==> config.mk <==
export PLATFORM = sky130hd
export DESIGN_NAME = timer_clk_prescaler
export DESIGN_NICKNAME = d
export VERILOG_FILES = /design/src/rtl/timer_clk_prescaler.sv
export SDC_FILE = /design/constraint.sdc
export NUM_CORES = 1
export LEC_CHECK = 0
export ABC_AREA = 1
export BUFFER_PORTS_ARGS = -buffer_cell sky130_fd_sc_hd__buf_4
export CAP_MARGIN = 20
export CORE_ASPECT_RATIO = 0.9
export CORE_MARGIN = 1
export CORE_UTILIZATION = 40
export DETAILED_ROUTE_END_ITERATION = 6
export GPL_TIMING_DRIVEN = 0
export PLACE_DENSITY = 0.69
export RECOVER_POWER = 100
export SLEW_MARGIN = 40
export SYNTH_ARGS = -nofsm -noshare
export SYNTH_HDL_FRONTEND = slang
export SYNTH_SLANG_ARGS = --single-unit
==> constraint.sdc <==
create_clock -name pclk -period 3.3 [get_ports pclk]
set_input_delay 0.33 -clock pclk [delete_from_list [all_inputs] [get_ports pclk]]
set_output_delay 0.33 -clock pclk [all_outputs]
set_load 0.01 [all_outputs]
==> src/rtl/timer_clk_prescaler.sv <==
// ---------------------------------------------------------------------------
// timer_clk_prescaler
//
// Derives the timer counter clock from pclk. The block has two modes:
//   - power-of-two: P = 2 << clk_sel
//   - linear:       P = div_val, where 0 and 1 are clamped to 2
// clk_cnt is high for floor(P/2) cycles of each period and low for the rest.
// pos_clk_int and neg_clk_int are one-cycle strobes. They are high in the
// cycle in which clk_cnt rises or falls.
//
// Configuration is first captured into a shadow copy. The shadow is moved
// into the active copy only at a period boundary, or at any edge while the
// prescaler is idle, so a period in progress is never cut short.
//
// Optional feature (macro TIMER_CLK_PRESCALER_HALT_EN):
//   Adds the input dbg_halt. While it is high and the prescaler is running,
//   the phase, clk_cnt and any pending configuration apply all freeze.
//
// Parameters:
//   CNT_W  width of the phase counter and of div_val (needs CNT_W >= 2**SEL_W+1)
//   SEL_W  width of clk_sel
//
// Ports:
//   pclk         system clock; all logic runs on its rising edge
//   preset       synchronous active-high reset
//   en           run enable
//   cfg_upd      one-cycle strobe that captures mode/clk_sel/div_val
//   mode         0 = power-of-two, 1 = linear
//   clk_sel      power-of-two exponent minus 1
//   div_val      linear period, in pclk cycles
//   dbg_halt     (optional) freezes the running prescaler
//   clk_cnt      divided clock (registered)
//   pos_clk_int  strobe in the cycle clk_cnt rises
//   neg_clk_int  strobe in the cycle clk_cnt falls
//   cur_period   active period P
// ---------------------------------------------------------------------------
module timer_clk_prescaler #(
    parameter int CNT_W = 16,
    parameter int SEL_W = 3
) (
    input  logic             pclk,
    input  logic             preset,
    input  logic             en,
    input  logic             cfg_upd,
    input  logic             mode,
    input  logic [SEL_W-1:0] clk_sel,
    input  logic [CNT_W-1:0] div_val,
`ifdef TIMER_CLK_PRESCALER_HALT_EN
    input  logic             dbg_halt,
`endif
    output logic             clk_cnt,
    output logic             pos_clk_int,
    output logic             neg_clk_int,
    output logic [CNT_W-1:0] cur_period
);

    // Resolve a configuration tuple into its period in pclk cycles.
    function automatic logic [CNT_W-1:0] period_of(
        input logic             m,
        input logic [SEL_W-1:0] s,
        input logic [CNT_W-1:0] d
    );
        if (m) begin
            period_of = (d < CNT_W'(2)) ? CNT_W'(2) : d;
        end else begin
            period_of = CNT_W'(2) << s;
        end
    endfunction

    // Running state
    logic             run_q,     run_d;
    logic [CNT_W-1:0] phase_q,   phase_d;
    logic             clk_q,     clk_d;
    logic             pos_q,     pos_d;
    logic             neg_q,     neg_d;

    // Shadow configuration and active period
    logic             sh_mode_q, sh_mode_d;
    logic [SEL_W-1:0] sh_sel_q,  sh_sel_d;
    logic [CNT_W-1:0] sh_div_q,  sh_div_d;
    logic             pend_q,    pend_d;
    logic [CNT_W-1:0] period_q,  period_d;

    logic             halt;
    logic             load_ok;     // this edge is an allowed point to switch config
    logic             apply;
    logic [CNT_W-1:0] half;
    logic [CNT_W-1:0] phase_n;

`ifdef TIMER_CLK_PRESCALER_HALT_EN
    assign halt = dbg_halt;
`else
    assign halt = 1'b0;
`endif

    assign half    = period_q >> 1;
    assign phase_n = (phase_q == period_q - CNT_W'(1)) ? '0 : phase_q + CNT_W'(1);

    always_comb begin
        run_d   = run_q;
        phase_d = phase_q;
        clk_d   = clk_q;
        pos_d   = 1'b0;
        neg_d   = 1'b0;
        load_ok = 1'b0;
        if (!en) begin
            // Stop: emit a falling strobe only when the clock was high.
            run_d   = 1'b0;
            phase_d = '0;
            clk_d   = 1'b0;
            neg_d   = clk_q;
            load_ok = !run_q;
        end else if (!run_q) begin
            // Start: the first rising edge comes straight away.
            run_d   = 1'b1;
            phase_d = '0;
            clk_d   = 1'b1;
            pos_d   = 1'b1;
            load_ok = 1'b1;
        end else if (halt) begin
            // Frozen: hold the state, and keep both strobes low.
            load_ok = 1'b0;
        end else begin
            phase_d = phase_n;
            // At a wrap phase_n is 0, which is below any half (half >= 1),
            // so the old half is safe to use even if the period changes here.
            clk_d   = (phase_n < half);
            pos_d   = (phase_n == '0);
            neg_d   = (phase_n == half);
            load_ok = (phase_n == '0);
        end
    end

    // The apply uses the pend/shadow values from before this edge. A cfg_upd
    // in the same cycle as a wrap therefore waits for the following wrap.
    assign apply = load_ok && pend_q;

    always_comb begin
        sh_mode_d = sh_mode_q;
        sh_sel_d  = sh_sel_q;
        sh_div_d  = sh_div_q;
        pend_d    = pend_q;
        period_d  = period_q;
        if (apply) begin
            period_d = period_of(sh_mode_q, sh_sel_q, sh_div_q);
            pend_d   = 1'b0;
        end
        if (cfg_upd) begin
            sh_mode_d = mode;
            sh_sel_d  = clk_sel;
            sh_div_d  = div_val;
            pend_d    = 1'b1;
        end
    end

    always_ff @(posedge pclk) begin
        if (preset) begin
            run_q     <= 1'b0;
            phase_q   <= '0;
            clk_q     <= 1'b0;
            pos_q     <= 1'b0;
            neg_q     <= 1'b0;
            sh_mode_q <= 1'b0;
            sh_sel_q  <= '0;
            sh_div_q  <= '0;
            pend_q    <= 1'b0;
            period_q  <= CNT_W'(2);
        end else begin
            run_q     <= run_d;
            phase_q   <= phase_d;
            clk_q     <= clk_d;
            pos_q     <= pos_d;
            neg_q     <= neg_d;
            sh_mode_q <= sh_mode_d;
            sh_sel_q  <= sh_sel_d;
            sh_div_q  <= sh_div_d;
            pend_q    <= pend_d;
            period_q  <= period_d;
        end
    end

    assign clk_cnt     = clk_q;
    assign pos_clk_int = pos_q;
    assign neg_clk_int = neg_q;
    assign cur_period  = period_q;

endmodule

==> flow_metrics.py, run 1 <==
metrics = {
    "floorplan": {
        "die_height_um": 92.73,
        "dieArea_um2": 9534,
        "die-width_um": 102.8,
        "top_level_ports": 43,
        "core_area_um2": 8728,
        "rows": 32,
        "initial_utilization_pct": 41.92,
    },
    "place": {
        "dp_slack_ns": -0.6296,
        "placed_cells": 723,
        "hpwl_um": 7325,
        "port_buffers": 42,
        "gp_congestion": 0.7962,
    },
    "logic_synthesis": {
        "avgSynthCellArea_um2": 6.510,
        "syn_nets": 603,
        "ys_types": 36,
        "synthTopCellsByArea": "dfxtp_1 (31%), nand2_1 (13%), nor2_1 (8.3%)",
        "synth_ff_type": "dfxtp_1",
        "yosysWarnings": 0,
        "yosysSeqAreaShare_pct": 31.19,
        "synth_area_um2": 3659,
        "synth-seq-cells": 57,
        "synthArstFlopShare_pct": 0,
        "syn_inst": 562,
        "synth_edf_count": 0,
        "yosysTopAreaCell": "dfxtp_1",
        "synth_top_area_share_pct": 31.19,
    },
    "global_route": {
        "grt_max_degree": 19,
        "grt_pass1_vias": 3364,
        "grt_pass1_wl_um": 15100,
        "grt_usage_pct": 20.36,
        "antenna_found_initial": 0,
        "overflow": 0,
    },
    "routing": {
        "drc": 0,
        "antenna_left": 0,
        "vias": 3646,
        "drt_wl_total_um": 9102,
        "dr.pass1.iters": 5,
        "post_drt_wl_per_cell_um": 12.25,
        "drt_iter0_drc": 162,
        "vias_per_cell": 4.907,
    },
    "clock_network": {
        "ctsHoldBuffers": 0,
        "cts_root_buf": "clkbuf_8",
        "cts.clk_slew.worst_paths_ns": 0.06,
        "clk_path_buf_depth": 2,
        "clk_latency_ns": 0.33,
        "cts.sinks": 57,
        "htree_levels": 3,
        "numCtsBuffers": 9,
        "cts_tree": "yes",
    },
    "sta": {
        "finalSetupTns_ns": 0,
        "fmax_ghz": 0.3251,
        "hold_viol": 0,
        "post-route-period-util_pct": 93.21,
        "setup_ws_ns": 0.2239,
        "fin_skew_ns": 0.01115,
        "slew_violations": 0,
        "tightest_slew_ns": 0.4575,
        "finalSetupViolations": 0,
        "period_minus_slack_ns": 3.076,
        "relSlewSlack_pct": 69.50,
    },
    "power": {
        "vdd_ir_drop_max_mv": 0.1982,
        "leakagePower_nw": 2.115,
        "power_density_nw_per_um2": 399.5,
    },
    "setup_path": {
        "critPathLaunchType": "register",
        "crit_arrival_ns": 3.35,
        "crit_required_ns": 3.57,
        "path_max_fanout": 18,
        "cp-end-kind": "register",
        "crit_type": "register to register",
    },
    "finish": {
        "fin_nets": 660,
        "final_util_pct": 49.87,
        "fin_cells": 743,
        "diodes": 0,
        "drive_gt1_share_pct": 12.66,
        "synthToLayoutAreaGrowth_pct": 18.98,
    },
    "flow_run": {
        "drv_cap": 0,
    },
    "hold_path": {
        "min_path_type": "input pin to register",
    },
    "run_status": {
        "status": "finished clean",
    },
}
## cells by family after synthesis
family	synth area share, %
flip-flops	31.19
buffers and inverters	10.81
AO/OA/AOI/OAI	10.91
AND/OR/NAND/NOR	36.25
XOR/XNOR	5.027
adder cells (fa/ha/maj)	5.814
## layer usage
metal	GRT usage, %	up-vias	routed length (um)	part of all wire [%]
met1	26.25	1630	4230	46
li1	-	1922	-	-
met5	0	-	0	0
met4	6.455	0	80	0.88
met2	33.83	88	4351	48
met3	4.000	6	440	4.8
## cell usage after synthesis, types with 8 or more instances
library cell,count
dfxtp_1,57
nor2_1,81
xor2_1,12
xnor2_1,9
nand3_1,20
ha_1,17
nand2_1,128
a21oi_1,23
nand3b_1,8
inv_1,80
nor3_1,11
o21ai_0,30
nand4_1,27
clkbuf_1,12
## stage by stage
step                hold WS (ns)  power (mW)  instance area, um2
floorplan                 0.3991       1.005                3659
global placement          0.4507       1.109                4123
detailed placement        0.4570       1.118                4123
CTS                       0.1644       1.755                4334
global route              0.2308       1.850                4353
finish                    0.2184       1.739                4353
## final timing paths
path,startpoint,to,slack [ns],cells past startpoint
hold reg to reg,sh_div_q[13]$_SDFFE_PP0P_,sh_div_q[13]$_SDFFE_PP0P_,0.47,2
setup / recovery,cur_period[1]$_SDFFE_PP1P_,neg_clk_int$_SDFF_PP0_,0.22,17
hold / removal,div_val[15],sh_div_q[15]$_SDFFE_PP0P_,0.22,3
setup reg to reg,cur_period[1]$_SDFFE_PP1P_,neg_clk_int$_SDFF_PP0_,0.22,17
## report_power, final
part / switching [mW] / internal [mW] / total [mW]
clock network: 0.262 / 0.368 / 0.629
logic: 0.208 / 0.138 / 0.347
registers: 0.0395 / 0.724 / 0.763
## worst max-delay path: stages, from the launching register on
cell	delay [ns]
dfxtp_4	0.39
inv_1	0.09
ha_4	0.27
or2_2	0.09
nand2_1	0.04
a21oi_1	0.12
nand3_1	0.13
nor3_2	0.24
nand2_2	0.14
buf_8	0.18
inv_8	0.10
nor2_1	0.06
ha_1	0.30
nand4_1	0.08
or3b_4	0.41
nor4_2	0.15
nand2_1	0.11
a21oi_2	0.11
## layout by cell type, fill, tap and decap left out, types with 8 or more instances in the layout
cell | netlist | routed
clkbuf_1 | 12 | 31
ha_1 | 17 | 16
dfxtp_1 | 57 | 52
nor3_1 | 11 | 11
nand2_1 | 128 | 127
nand3b_1 | 8 | 8
xor2_1 | 12 | 12
buf_4 | 0 | 30
nand4_1 | 27 | 27
nand3_1 | 20 | 20
nor2_1 | 81 | 80
clkbuf_8 | 0 | 10
inv_1 | 80 | 80
xnor2_1 | 9 | 9
o21ai_0 | 30 | 30
a21oi_1 | 23 | 22
## registers in the layout, summed over array words and instances, names as in the netlist, 3 cells and up
name        count
cur_period     16
phase_q        16
sh_div_q       16
sh_sel_q        3
## repair_timing
action                     CTS  global route
pin swaps                    2             3
buffers inserted             0             5
setup endpoints to repair    2             2
gates resized for setup      9            14
gates cloned                 0             0
## layout make-up
type / count / area (um2)
clock inverter: 3 / 40.04
timing repair buffer: 47 / 289.0
multi-input combinational: 404 / 2168
sequential: 57 / 1152
buffer: 15 / 76.32
inverter: 85 / 329.1
clock buffer: 13 / 148.9
tap: 119 / 148.9
fill: 944 / 4375
Note: power is estimated with default switching activity, not from simulation.
==> run 2: changes to the inputs <==
--- a/config.mk
+++ b/config.mk
@@ -5,7 +5,6 @@
 export SDC_FILE = /design/constraint.sdc
 export NUM_CORES = 1
 export LEC_CHECK = 0
-export ABC_AREA = 1
 export BUFFER_PORTS_ARGS = -buffer_cell sky130_fd_sc_hd__buf_4
 export CAP_MARGIN = 20
 export CORE_ASPECT_RATIO = 0.9
==> flow_metrics.py, run 2 <==
metrics = {
    "run_status": {
        "status": "finished with violations",
        "violations": "negative setup slack",
    },
    "setup_path": {
        "path_cells": "or4_4, o31ai_4, o21ai_1, or4_4, nor4_4, and2_4, buf_8, nor2_4, ha_4, a21oi_2, o22ai_1, o21ai_1, a21oi_1, o21a_1, nor2_2, nor3_2, o32ai_2",
        "critPathLaunchType": "register",
        "cp-end-kind": "register",
        "path_delay_family": "simple AND/OR/NAND/NOR gates",
        "cp_slowest_cell": "or4_4",
        "crit_path_max_incr_delay_ns": 0.56,
        "crit_arrival_ns": 4.01,
        "crit_buf_inv": 1,
        "crit_required_ns": 3.56,
        "crit_type": "register to register",
        "path_max_fanout": 6,
    },
    "routing": {
        "drt_iter0_drc": 246,
        "post_drt_wl_per_cell_um": 16.76,
        "drt_wl_total_um": 10530,
        "antenna_left": 0,
        "wl_met2_um": 4723,
        "vias_per_cell": 5.623,
        "top_layer": "met4",
        "wirelength_met1_um": 5027,
        "dr.pass1.iters": 4,
        "vias": 3531,
        "drc": 0,
        "wl_met3_um": 666,
    },
    "global_route": {
        "antenna_found_initial": 0,
        "grt_max_degree": 11,
        "grt_pass1_wl_um": 17140,
        "grt_pass1_vias": 3368,
        "grt_usage_pct": 23.67,
        "overflow": 0,
    },
    "clock_network": {
        "clk_path_buf_depth": 2,
        "cts_root_buf": "clkbuf_8",
        "numCtsBuffers": 9,
        "clk_latency_ns": 0.34,
        "cts.sinks": 57,
        "cts.clk_slew.worst_paths_ns": 0.07,
        "htree_levels": 3,
        "cts_tree": "yes",
    },
    "logic_synthesis": {
        "synth_edf_count": 0,
        "synth.most_common_cell": "nor2_1",
        "avgSynthCellArea_um2": 8.124,
        "yosysWarnings": 0,
        "synth_common_cells": "nor2_1 (70), dfxtp_1 (57), inv_1 (22)",
        "synth_area_um2": 3607,
        "synthArstFlopShare_pct": 0,
        "yosysSeqAreaShare_pct": 31.63,
        "ys_types": 57,
        "synth_ff_type": "dfxtp_1",
        "synth_top_area_share_pct": 31.63,
        "syn_nets": 485,
        "syn_inst": 444,
        "synth-seq-cells": 57,
        "yosysTopAreaCell": "dfxtp_1",
        "synthTopCellsByArea": "dfxtp_1 (32%), nor2_1 (7.3%), ha_1 (5.9%)",
    },
    "power": {
        "clockPowerShare_pct": 39.0,
        "p_int_mw": 1.213,
        "p_sw_share_pct": 28.60,
        "vdd_ir_drop_max_mv": 0.2611,
        "combPwrFrac_pct": 16.8,
        "power_density_nw_per_um2": 377.5,
        "leakagePower_nw": 1.861,
        "p_sw_uw": 485.8,
        "pwr-share-seq_pct": 44.2,
        "power_mw": 1.699,
    },
    "finish": {
        "diodes": 0,
        "drive_gt1_share_pct": 23.18,
        "synthToLayoutAreaGrowth_pct": 24.73,
        "regArea_um2": 1155,
        "final_util_pct": 52.03,
        "final_cell_mix": "nor2_1 (64), dfxtp_1 (50), buf_4 (46)",
        "final_common_cell": "nor2_1",
        "fin_nets": 546,
        "multi_input_area_um2": 2396,
        "nFillCells": 836,
    },
    "sta": {
        "fmax_ghz": 0.2666,
        "tightest_slew_ns": 0.6950,
        "post-route-period-util_pct": 113.6,
        "setup_ws_ns": -0.4504,
        "period_minus_slack_ns": 3.750,
        "fin_skew_ns": 0.008270,
        "hold_viol": 0,
        "finalSetupViolations": 2,
        "whs_ns": 0.2214,
        "rsz0062_at_grt": "yes",
        "relSlewSlack_pct": 53.67,
        "slew_violations": 0,
    },
    "place": {
        "port_buffers": 41,
        "gp_congestion": 0.9444,
        "hpwl_um": 7753,
    },
    "flow_run": {
        "drv_cap": 0,
    },
    "floorplan": {
        "die_height_um": 92.09,
        "core_area_um2": 8648,
        "top_level_ports": 43,
        "die-width_um": 102.1,
        "initial_utilization_pct": 41.71,
        "dieArea_um2": 9402,
        "rows": 32,
    },
    "hold_path": {
        "min_path_type": "input pin to register",
    },
}
run 2: cell types whose count changed after synthesis, sizes merged, moves of 18 or more:
cell and delta:
nand4 -18, o21ai -25, nor2 -18, mux2i +20, inv -60, nand2 -113
run 2: layer usage:
metal	vias up	global-route usage (%)
met5	-	0
met4	0	5.833
met3	9	5.716
met2	119	35.85
met1	1688	33.41
li1	1715	-
run 2: final cells by class:
cell class                      count  area share [%]
Multi-Input combinational cell    331           53.25
Sequential cell                    57           25.67
Timing Repair Buffer               55           8.343
Tap cell                          119           3.309
Buffer                             29           3.226
Clock buffer                       10           3.059
Inverter                           22           1.891
Clock inverter                      5           1.251
run 2: final timing paths:
| kind | from | end | slack (ns) | cells after the start |
|---|---|---|---|---|
| setup / recovery | cur_period[0]$_SDFFE_PP0P_ | clk_cnt$_SDFF_PP0_ | -0.45 | 17 |
| hold / removal | div_val[0] | sh_div_q[0]$_SDFFE_PP0P_ | 0.22 | 3 |
| setup reg to reg | cur_period[0]$_SDFFE_PP0P_ | clk_cnt$_SDFF_PP0_ | -0.45 | 17 |
| hold reg to reg | clk_cnt$_SDFF_PP0_ | neg_clk_int$_SDFF_PP0_ | 0.50 | 2 |
run 2: cell families after synthesis:
family / Yosys count / synth area share (%)
AOI/OAI and AO/OA: 77 / 14.95
buffers and inverters: 56 / 6.659
xor gates and xnor gates: 34 / 8.255
adders and majority gates: 17 / 5.897
and+or+nand+nor: 183 / 27.05
DFF: 57 / 31.63
muxes: 20 / 5.550
run 2: what timing repair did:
action / 4_1_cts / 5_1_grt
endpoints found under the hold margin: 0 / 0
endpoints found under the setup margin: 2 / 23
resized for setup: 16 / 20
pin swaps: 30 / 19
setup buffers: 11 / 3
hold buffers: 0 / 0
run 2: metrics by stage:
| step | TNS (ns) | setup slack (ns) | instances | instance area (um2) |
|---|---|---|---|---|
| after global placement | -1.408 | -0.8941 | 604 | 4134 |
| after global routing | -1.218 | -0.6649 | 628 | 4499 |
| after floorplan | -0.3250 | -0.3250 | 444 | 3677 |
| after detailed placement | -1.396 | -0.8915 | 604 | 4134 |
| after CTS | -0.9238 | -0.5331 | 627 | 4449 |
| final | -0.8277 | -0.4504 | 628 | 4499 |
run 2: worst reg2reg max path, stage by stage (launching register included):
cell	delay [ns]
dfxtp_4	0.37
or4_4	0.56
o31ai_4	0.22
o21ai_1	0.11
or4_4	0.54
nor4_4	0.21
and2_4	0.21
buf_8	0.14
nor2_4	0.05
ha_4	0.23
a21oi_2	0.12
o22ai_1	0.09
o21ai_1	0.13
a21oi_1	0.08
o21a_1	0.17
nor2_2	0.13
nor3_2	0.06
o32ai_2	0.23
run 2: power groups by stage:
stage / sequential, mW / clock (mW) / combinational, mW
floorplan: 0.754 / 0 / 0.174
global placement: 0.759 / 0 / 0.252
detailed placement: 0.760 / 0 / 0.258
CTS: 0.749 / 0.671 / 0.272
global route: 0.754 / 0.701 / 0.314
finish: 0.751 / 0.662 / 0.286
